===== config.mk =====
export PLATFORM = sky130hd
export DESIGN_NAME = idht16_seq_flat
export DESIGN_NICKNAME = d
export VERILOG_FILES = /design/src/rtl/idht16_seq_if.sv /design/src/rtl/idht16_seq.sv /design/src/flat_wrapper.sv
export SDC_FILE = /design/constraint.sdc
export NUM_CORES = 2
export LEC_CHECK = 0
export ABC_AREA = 1
export BUFFER_PORTS_ARGS = -buffer_cell sky130_fd_sc_hd__buf_2
export CAP_MARGIN = 20
export CELL_PAD_IN_SITES_DETAIL_PLACEMENT = 1
export CELL_PAD_IN_SITES_GLOBAL_PLACEMENT = 2
export CORE_MARGIN = 2
export CORE_UTILIZATION = 37
export DETAILED_ROUTE_END_ITERATION = 8
export PLACE_DENSITY_LB_ADDON = 0.3
export SLEW_MARGIN = 25
export SYNTH_ARGS = -nofsm -noshare
export SYNTH_HDL_FRONTEND = slang
export SYNTH_SLANG_ARGS = --single-unit
export TNS_END_PERCENT = 1

===== constraint.sdc =====
create_clock -name clk -period 5.15 [get_ports clk]
set_clock_uncertainty 0.2 [all_clocks]
set_input_delay 1.545 -clock clk [delete_from_list [all_inputs] [get_ports clk]]
set_output_delay 1.545 -clock clk [all_outputs]
set_load 0.02 [all_outputs]

===== src/rtl/idht16_seq_if.sv =====
// ============================================================================
// Module   : idht16_seq_if
// Brief    : Coefficient-in / sample-out handshake bundle for idht16_seq.
// Revision : 1.0 - initial release
// ============================================================================
`default_nettype none

interface idht16_seq_if #(
  parameter int IW = 12,
  parameter int OW = 8
);
  logic                 in_valid;
  logic                 in_ready;
  logic signed [IW-1:0] in_data;
  logic                 out_valid;
  logic                 out_ready;
  logic signed [OW-1:0] out_data;
  logic [3:0]           out_idx;
  logic                 out_last;
  logic                 sat;
  logic                 inexact;

  modport master (
    output in_valid, in_data, out_ready,
    input  in_ready, out_valid, out_data, out_idx, out_last, sat, inexact
  );

  modport slave (
    input  in_valid, in_data, out_ready,
    output in_ready, out_valid, out_data, out_idx, out_last, sat, inexact
  );
endinterface

`default_nettype wire


===== src/rtl/idht16_seq.sv =====
// ============================================================================
// Module   : idht16_seq
// Brief    : Sequential 16-point inverse Walsh-Hadamard transform (natural order).
// Revision : 1.0 - initial release
// ============================================================================
`default_nettype none

module idht16_seq #(
  parameter int IW = 12,
  parameter int OW = 8
) (
  input  logic        clk,
  input  logic        rst_n,
  input  logic        flush,
  idht16_seq_if.slave bus
);

  localparam int BW = IW + 4;

  localparam logic [1:0] c_LOAD  = 2'd0;
  localparam logic [1:0] c_XFORM = 2'd1;
  localparam logic [1:0] c_DRAIN = 2'd2;

  localparam logic signed [BW-1:0] c_SMAX = BW'((2 ** (OW - 1)) - 1);
  localparam logic signed [BW-1:0] c_SMIN = BW'(-(2 ** (OW - 1)));

  logic [1:0]           r_state;
  logic [3:0]           r_wr_cnt;
  logic [3:0]           r_rd_cnt;
  logic [1:0]           r_stage;
  logic                 r_in_ready;
  logic                 r_sat;
  logic                 r_inexact;
  logic signed [BW-1:0] r_buf [16];

  logic signed [BW-1:0] w_bf [16];
  logic [3:0]           w_stride;
  logic signed [BW-1:0] w_cur;
  logic signed [BW-1:0] w_shift;
  logic signed [BW-1:0] w_sel;
  logic                 w_drain;
  logic                 w_clip;
  logic                 w_frac;
  logic                 w_in_fire;
  logic                 w_out_fire;

  assign w_drain    = (r_state == c_DRAIN);
  assign w_cur      = r_buf[r_rd_cnt];
  assign w_shift    = w_cur >>> 4;
  assign w_clip     = w_drain && ((w_shift > c_SMAX) || (w_shift < c_SMIN));
  assign w_frac     = w_drain && (w_cur[3:0] != 4'd0);
  assign w_in_fire  = (r_state == c_LOAD) && r_in_ready && bus.in_valid;
  assign w_out_fire = w_drain && bus.out_ready;

  // One radix-2 stage: stride 8,4,2,1 for stage 0..3; upper element of each pair takes the difference.
  always_comb begin
    w_stride = 4'd8 >> r_stage;
    for (int j = 0; j < 16; j++) begin
      if ((4'(j) & w_stride) == 4'd0)
        w_bf[j] = r_buf[j] + r_buf[4'(j) | w_stride];
      else
        w_bf[j] = r_buf[4'(j) & ~w_stride] - r_buf[j];
    end
  end

  always_comb begin
    w_sel = w_shift;
    if (w_shift > c_SMAX)
      w_sel = c_SMAX;
    else if (w_shift < c_SMIN)
      w_sel = c_SMIN;
  end

  assign bus.in_ready  = r_in_ready;
  assign bus.out_valid = w_drain;
  assign bus.out_data  = w_drain ? w_sel[OW-1:0] : '0;
  assign bus.out_idx   = r_rd_cnt;
  assign bus.out_last  = w_drain && (r_rd_cnt == 4'hF);
  assign bus.sat       = r_sat | w_clip;
  assign bus.inexact   = r_inexact | w_frac;

  always_ff @(posedge clk or negedge rst_n) begin
    if (!rst_n) begin
      r_state    <= c_LOAD;
      r_wr_cnt   <= 4'd0;
      r_rd_cnt   <= 4'd0;
      r_stage    <= 2'd0;
      r_in_ready <= 1'b0;
      r_sat      <= 1'b0;
      r_inexact  <= 1'b0;
    end else if (flush) begin
      r_state    <= c_LOAD;
      r_wr_cnt   <= 4'd0;
      r_rd_cnt   <= 4'd0;
      r_stage    <= 2'd0;
      r_in_ready <= 1'b1;
      r_sat      <= 1'b0;
      r_inexact  <= 1'b0;
    end else begin
      case (r_state)
        c_LOAD: begin
          r_in_ready <= 1'b1;
          if (w_in_fire) begin
            r_wr_cnt <= r_wr_cnt + 4'd1;
            if (r_wr_cnt == 4'hF) begin
              r_state    <= c_XFORM;
              r_stage    <= 2'd0;
              r_in_ready <= 1'b0;
            end
          end
        end
        c_XFORM: begin
          r_stage <= r_stage + 2'd1;
          if (r_stage == 2'd3)
            r_state <= c_DRAIN;
        end
        c_DRAIN: begin
          if (w_clip) r_sat     <= 1'b1;
          if (w_frac) r_inexact <= 1'b1;
          if (w_out_fire) begin
            r_rd_cnt <= r_rd_cnt + 4'd1;
            if (r_rd_cnt == 4'hF) begin
              r_state    <= c_LOAD;
              r_rd_cnt   <= 4'd0;
              r_wr_cnt   <= 4'd0;
              r_sat      <= 1'b0;
              r_inexact  <= 1'b0;
              r_in_ready <= 1'b1;
            end
          end
        end
        default: begin
          r_state    <= c_LOAD;
          r_wr_cnt   <= 4'd0;
          r_rd_cnt   <= 4'd0;
          r_in_ready <= 1'b1;
        end
      endcase
    end
  end

  // Data buffer carries no reset; its contents are only consumed after a full load.
  always_ff @(posedge clk) begin
    if (!flush) begin
      if (w_in_fire)
        r_buf[r_wr_cnt] <= {{4{bus.in_data[IW-1]}}, bus.in_data};
      else if (r_state == c_XFORM)
        for (int j = 0; j < 16; j++)
          r_buf[j] <= w_bf[j];
    end
  end

endmodule

`default_nettype wire


===== src/flat_wrapper.sv =====
// flat-port wrapper written by rule: the top's interface ports become plain ports
module idht16_seq_flat 
#(
  parameter int IW = 12,
  parameter int OW = 8
)
  (clk, rst_n, flush, bus_in_valid, bus_in_data, bus_out_ready, bus_in_ready, bus_out_valid, bus_out_data, bus_out_idx, bus_out_last, bus_sat, bus_inexact);
  idht16_seq_if #(.IW(IW), .OW(OW)) bus_i ();
  input  logic clk;
  input  logic rst_n;
  input  logic flush;
  input wire logic [$bits(bus_i.in_valid)-1:0] bus_in_valid;
  input wire logic [$bits(bus_i.in_data)-1:0] bus_in_data;
  input wire logic [$bits(bus_i.out_ready)-1:0] bus_out_ready;
  output wire logic [$bits(bus_i.in_ready)-1:0] bus_in_ready;
  output wire logic [$bits(bus_i.out_valid)-1:0] bus_out_valid;
  output wire logic [$bits(bus_i.out_data)-1:0] bus_out_data;
  output wire logic [$bits(bus_i.out_idx)-1:0] bus_out_idx;
  output wire logic [$bits(bus_i.out_last)-1:0] bus_out_last;
  output wire logic [$bits(bus_i.sat)-1:0] bus_sat;
  output wire logic [$bits(bus_i.inexact)-1:0] bus_inexact;
  assign bus_i.in_valid = bus_in_valid;
  assign bus_i.in_data = bus_in_data;
  assign bus_i.out_ready = bus_out_ready;
  assign bus_in_ready = bus_i.in_ready;
  assign bus_out_valid = bus_i.out_valid;
  assign bus_out_data = bus_i.out_data;
  assign bus_out_idx = bus_i.out_idx;
  assign bus_out_last = bus_i.out_last;
  assign bus_sat = bus_i.sat;
  assign bus_inexact = bus_i.inexact;
  idht16_seq #(.IW(IW), .OW(OW)) u_core (.clk(clk), .rst_n(rst_n), .flush(flush), .bus(bus_i));
endmodule

* Yosys cells after proc, flatten, opt, wreduce, memory -nomap -nowiden
Memory sizes are Yosys's and may differ from the RTL's.
Cells that the tools add are included.
** Storage, ports and cells
- Word-level logic and storage cells :: 157
- RAM bits :: 256
- Bits of input ports :: 17
- Register bits :: 15
- Output and inout bits :: 17
- Memories :: 1
** Cells by class
- Shifts and indexed selects :: 1
- Magnitude comparators :: 2
- Multiplexer cells :: 64
- Bitwise logic cells :: 3
- $add $sub $neg :: 34
- Equal/unequal tests :: 12
- Reduce and logical (&&, ||, !) cells :: 33
** Memories
- u_core.r_buf :: words 16, width 16, rd ports 47, clocked after memory_dff 0, write ports 16, line idht16_seq.sv:34 : logic signed [BW-1:0] r_buf [16];
** Operator list (number)
- 16-bit adder :: 16
- 16-bit 2-to-1 mux :: 16
- 16-bit subtractor :: 15
- 4-bit logical NOT :: 15
- 4-bit 2-to-1 mux :: 8
- 8-bit 2-to-1 mux :: 3
- 1-bit 2-to-1 mux :: 23
- 2-bit 2-to-1 mux :: 9
- 16-bit OR reduction :: 1
- 12-bit by 8-bit > comparator with 1-bit output (second input constant) :: 1
- 12-bit by 8-bit < comparator with 1-bit output (second input constant) :: 1
- 4-bit one-hot mux with 3 select lines :: 1
- 3-bit != test (second input constant) :: 3
- 4-bit by 1-bit adder with 4-bit output (second input constant) :: 2
- 4-bit equality test (second input constant) :: 2
- 4-bit one-hot mux with 2 select lines :: 1
- 1-bit logical AND :: 6
- 3-bit by 2-bit != test with 1-bit output (second input constant) :: 2
- 2-bit one-hot mux with 3 select lines :: 1
- 3-bit AND reduction :: 2
- 5-bit AND reduction :: 1
- 2-bit equality test (second input constant) :: 2
- 4-bit NOT :: 1
- 2-bit one-hot mux with 2 select lines :: 1
- other kinds (15) :: 16

* Depth between registers and ports, before layout
An unclocked memory read counts as a cell.
- Word-level depth :: 9
- Gate-level depth with buffers :: 26
- Gate-level depth less buffers :: 23

* Worst setup path before layout
No wires, ideal clock.
- Kind :: in2reg
- Start point :: input bus_in_valid
- End point :: memory u_core.r_buf[14][0] (netlist name) (enable)
- Slack :: 1.034 ns
- Cell stages on the path :: 5
- Arrival :: 3.502 ns
- Cells stage by stage :: nand4_1 > nor2_1 > clkinv_1 > clkbuf_1 > o31ai_1
** RTL lines
- from (decl) :: line flat_wrapper.sv:12 : input wire logic [$bits(bus_i.in_valid)-1:0] bus_in_valid;
- to (decl) :: line idht16_seq.sv:34

* Final worst setup path
- Start point :: register u_core.r_rd_cnt[0], in the netlist u_core.bus.out_idx[0]
- End point :: output bus_out_data[1]
** On the way
- Longest elaborated chain between the ends :: 5
- Elaborated cells between the ends (all ways) :: 6
- Classes of those cells :: order compare (2); mux (3); memory (1)
** RTL lines
- from (decl) :: line idht16_seq.sv:29 : logic [3:0] r_rd_cnt;
- from (signal assigned) :: line idht16_seq.sv:121 : r_rd_cnt <= r_rd_cnt + 4'd1;
- memory read 16 x 16 bit (*)
- 12-bit by 8-bit < comparator with 1-bit output :: line idht16_seq.sv:70 : else if (w_shift < c_SMIN)
- 8-bit 2-to-1 mux :: line idht16_seq.sv:70
- 8-bit 2-to-1 mux (*) :: line idht16_seq.sv:68 : if (w_shift > c_SMAX)
- 8-bit 2-to-1 mux (*) :: line idht16_seq.sv:76 : assign bus.out_data = w_drain ? w_sel[OW-1:0] : '0;
- to (decl) :: line flat_wrapper.sv:17 : output wire logic [$bits(bus_i.out_data)-1:0] bus_out_data;
Mark *: on every way between the ends. The rest lies on a longest branch, timed or not.

==> metrics.md <==
| Metric | Value |
|---|---|
| Outcome | complete, but fails checks |
| Failing checks | setup timing |
| DR DRC count | 0 |
| Vias per Instance | 6.750 |
| DRT Pass-1 Iters | 6 |
| RD Place Congestion | 1.186 |
| GRT Resource Usage Total | 53.61% |
| I/O pin count | 34 |
| DR vias | 65.82k |
| Leakage | 0.02516 uW |
| Slew Limit Fails | 0 |
| Synth Register Bits | 271 |
| Fillers | 16.92k |
| Final Hold Vio Count | 0 |
| RSZ-0062 raised after global routing | yes |
| Drt wl/cell | 37.19 um |
| Nets | 8546 |
| CTS Sinks | 271 |
| CTS tree | yes |
| Max cap viols | 0 |
| Syn_area_per_cell | 6.089 um2 |
| WP data required | 3.41 ns |
| Initial core utilization | 37.41% |
| Synth Area in Adders | 13.50% |
| R2r setup slk | -0.05 ns |
| Most common cell after layout, fill and taps aside | nand2_1 |
| Largest cells by area after synthesis | edfxtp_1, nand2_1, ha_1 |
| Worst-Skew Late Latency | 0.69 ns |
| Maximum clock insertion buffer count | 3 |
| Crit end category | primary output |
| PwrDens | 137.8 nW/um2 |
| Mux contribution to synthesized area | 0.04516% |
| Storage cell area | 8070 um2 |
| Synth warnings | 0 |
| First-pass GRT wire length | 494300 um |
| Fraction of registers with async set/reset | 5.535% |
| HPWL after DPL | 291500 um |
| VDD IR max | 0.2508 mV |
| Via count of the first global-routing pass | 63.26k |
| Rel. slew slack | 9.155% |
| FMAX | 0.1900 GHz |
| Footprint of the multi-input gates | 34590 um2 |
| Ys flop type | edfxtp_1 |
| Largest family of logic cells by synthesized area | compound AO/OA/AOI/OAI gates |
| IO buf count | 33 |
| Commonest non-fill, non-tap cells in the layout | nand2_1, o21ai_0, a21oi_1 |
| Place WS | -0.1370 ns |
| Cell variety after synth | 57 |
| Register area share after synthesis | 17.12% |
| Antenna Violating Nets Remaining | 0 |
| Synth top area share | 16.32% |
| Fin crit share | 102.2% |
| Critical path arrival | 3.52 ns |
| Post-Synthesis Cell Area | 47100 um2 |
| Die Wd | 360.8 um |
| Clock buffers created by TritonCTS | 44 |
| Worst setup SP type | flop |
| Die footprint | 130200 um2 |
| Final worst slack | -0.1127 ns |
| Slew at the pin closest to its max-slew limit | 1.348 ns |
| CTS root buf | clkbuf_16 |
| Die Y | 360.8 um |
| Ratio of cells with drive above 1 in the final layout | 9.664% |
| Total congestion overflow | 0 |
| Endpoints failing setup | 6 |
| Post-route setup TNS | -0.2543 ns |
| CTS H-Tree Depth | 2 |
| Tmin final | 5.263 ns |
| Post-synth EDFFs | 256 |
| Synth Area in XOR/XNOR | 1.376% |
| Rows | 130 |
| Clock-pin transition on the worst setup and hold timing paths | 0.06 ns |
| Initial antenna violation count | 44 |
| Placeable Area | 125900 um2 |
| Starting DRC count in detailed routing | 9537 |
| Largest net degree at the start of global routing | 146 |
| Compound-Gate Fraction of Synth Area | 29.03% |
| CP Max Fanout | 39 |
| Syn Inst Count | 7735 |
| Synthesized net count | 8242 |
| # hold bufs at CTS | 0 |
| Hold Crit Class | flop to flop |
| Crit Path Class | flop to primary output |
| Yosys top cell by area | edfxtp_1 |
| Simple-Gate Fraction of Synth Area | 28.84% |
| Area Growth Syn to Fin | 15.44% |
| Drt total wl | 362600 um |
[registers in the layout, indices dropped and copies added, names as in the netlist]
name                 count
u_core.bus.in_ready      1
u_core.bus.out_idx       4
u_core.r_buf           256
u_core.r_inexact         1
u_core.r_sat             1
u_core.r_stage           2
u_core.r_state           2
u_core.r_wr_cnt          4
[where the power goes]
part	switching [uW]	internal [uW]	total, uW
logic	1170	466	1640
registers	96.2	2470	2560
clock network	1450	1840	3290
[path summary, 6_finish.rpt]
check                                                  start                                end  cells past startpoint
max                        u_core.bus.out_idx[0]$_DFFE_PN0P_                    bus_out_data[1]                     10
min                                 u_core.r_sat$_DFFE_PN0P_           u_core.r_sat$_DFFE_PN0P_                      2
max reg2reg                    u_core.r_stage[1]$_DFFE_PN0P_      u_core.r_buf[11][9]$_DFFE_PP_                     21
min reg2reg                         u_core.r_sat$_DFFE_PN0P_           u_core.r_sat$_DFFE_PN0P_                      2
max in group asynchronous                              rst_n  u_core.bus.out_idx[0]$_DFFE_PN0P_                      1
min in group asynchronous                              rst_n           u_core.r_sat$_DFFE_PN0P_                      1
[repair_timing]
item                       4_1_cts  5_1_grt
setup endpoints to repair       14       50
gates cloned                     0        1
buffers inserted                 6        4
pin swaps                        1        1
resized for setup                8        7
[metrics by stage]
step	hold slack [ns]	util, %	area, um2	std cells	total power [uW]
CTS	0.3944	43.03	54180	9716	7357
global route	0.4130	43.13	54300	9725	7591
global placement	0.3404	41.84	52670	9632	4095
finish	0.3917	43.18	54370	9751	7492
detailed placement	0.3807	41.84	52670	9632	4130
floorplan	0.3098	-	47100	7735	3360
[logic make-up (layout without fill, tap and decap cells)]
| kind of cell | Yosys count | in the layout |
|---|---|---|
| mux | 2 | 2 |
| fa+ha+maj | 490 | 490 |
| simple gates | 3266 | 3266 |
| flops | 271 | 271 |
| compound gates | 2458 | 2458 |
| other cells | 0 | 30 |
| buf+inv | 1174 | 1510 |
| xor+xnor | 74 | 74 |
[area by class of cell]
type                       count  share of cell area, %
antenna                       30                 0.1381
clock buffer                  53                  2.127
clock inverter                25                 0.5132
inverter                     838                  5.839
multi-input combinational   6290                  63.63
sequential                   271                  14.84
tap                         1650                  3.797
timing repair buffer         594                  9.116
[routing by layer]
layer	part of all wire, %	vias up	routed length (um)	global-route usage [%]
met4	11	30	40230	47.60
met3	13	1627	48500	19.95
li1	-	27410	-	-
met2	39	4994	142100	75.57
met1	36	31760	131600	63.23
met5	0.054	-	195	0
[synth_stat cells, types with 15 or more instances]
library cell / instances
o21a_1: 52
buf_4: 19
nor2_1: 485
a21oi_1: 863
fa_1: 30
xor2_1: 37
clkbuf_1: 129
o21bai_1: 54
o221ai_1: 47
a22oi_1: 22
a21o_1: 55
o22ai_1: 99
o31ai_1: 39
a221oi_1: 30
a31oi_1: 19
o21ai_0: 997
o211ai_1: 100
nand3_1: 650
buf_1: 22
inv_1: 823
nand3b_1: 31
nand4_1: 53
dfrtp_1: 15
edfxtp_1: 256
or2_2: 52
xnor2_1: 37
nor3_1: 58
buf_2: 155
nand2_1: 1921
o21ai_1: 49
ha_1: 460
[worst max-delay path, cell delays in order (launching register included)]
cell     delay (ns)
dfrtp_4        0.59
inv_6          0.36
buf_4          0.45
a21oi_1        0.16
o21ai_0        0.24
nand3_1        0.38
nand3_1        0.19
nand2_1        0.10
nand2_1        0.08
a21oi_1        0.06
buf_2          0.19
Power figures use the tool's default switching activity.
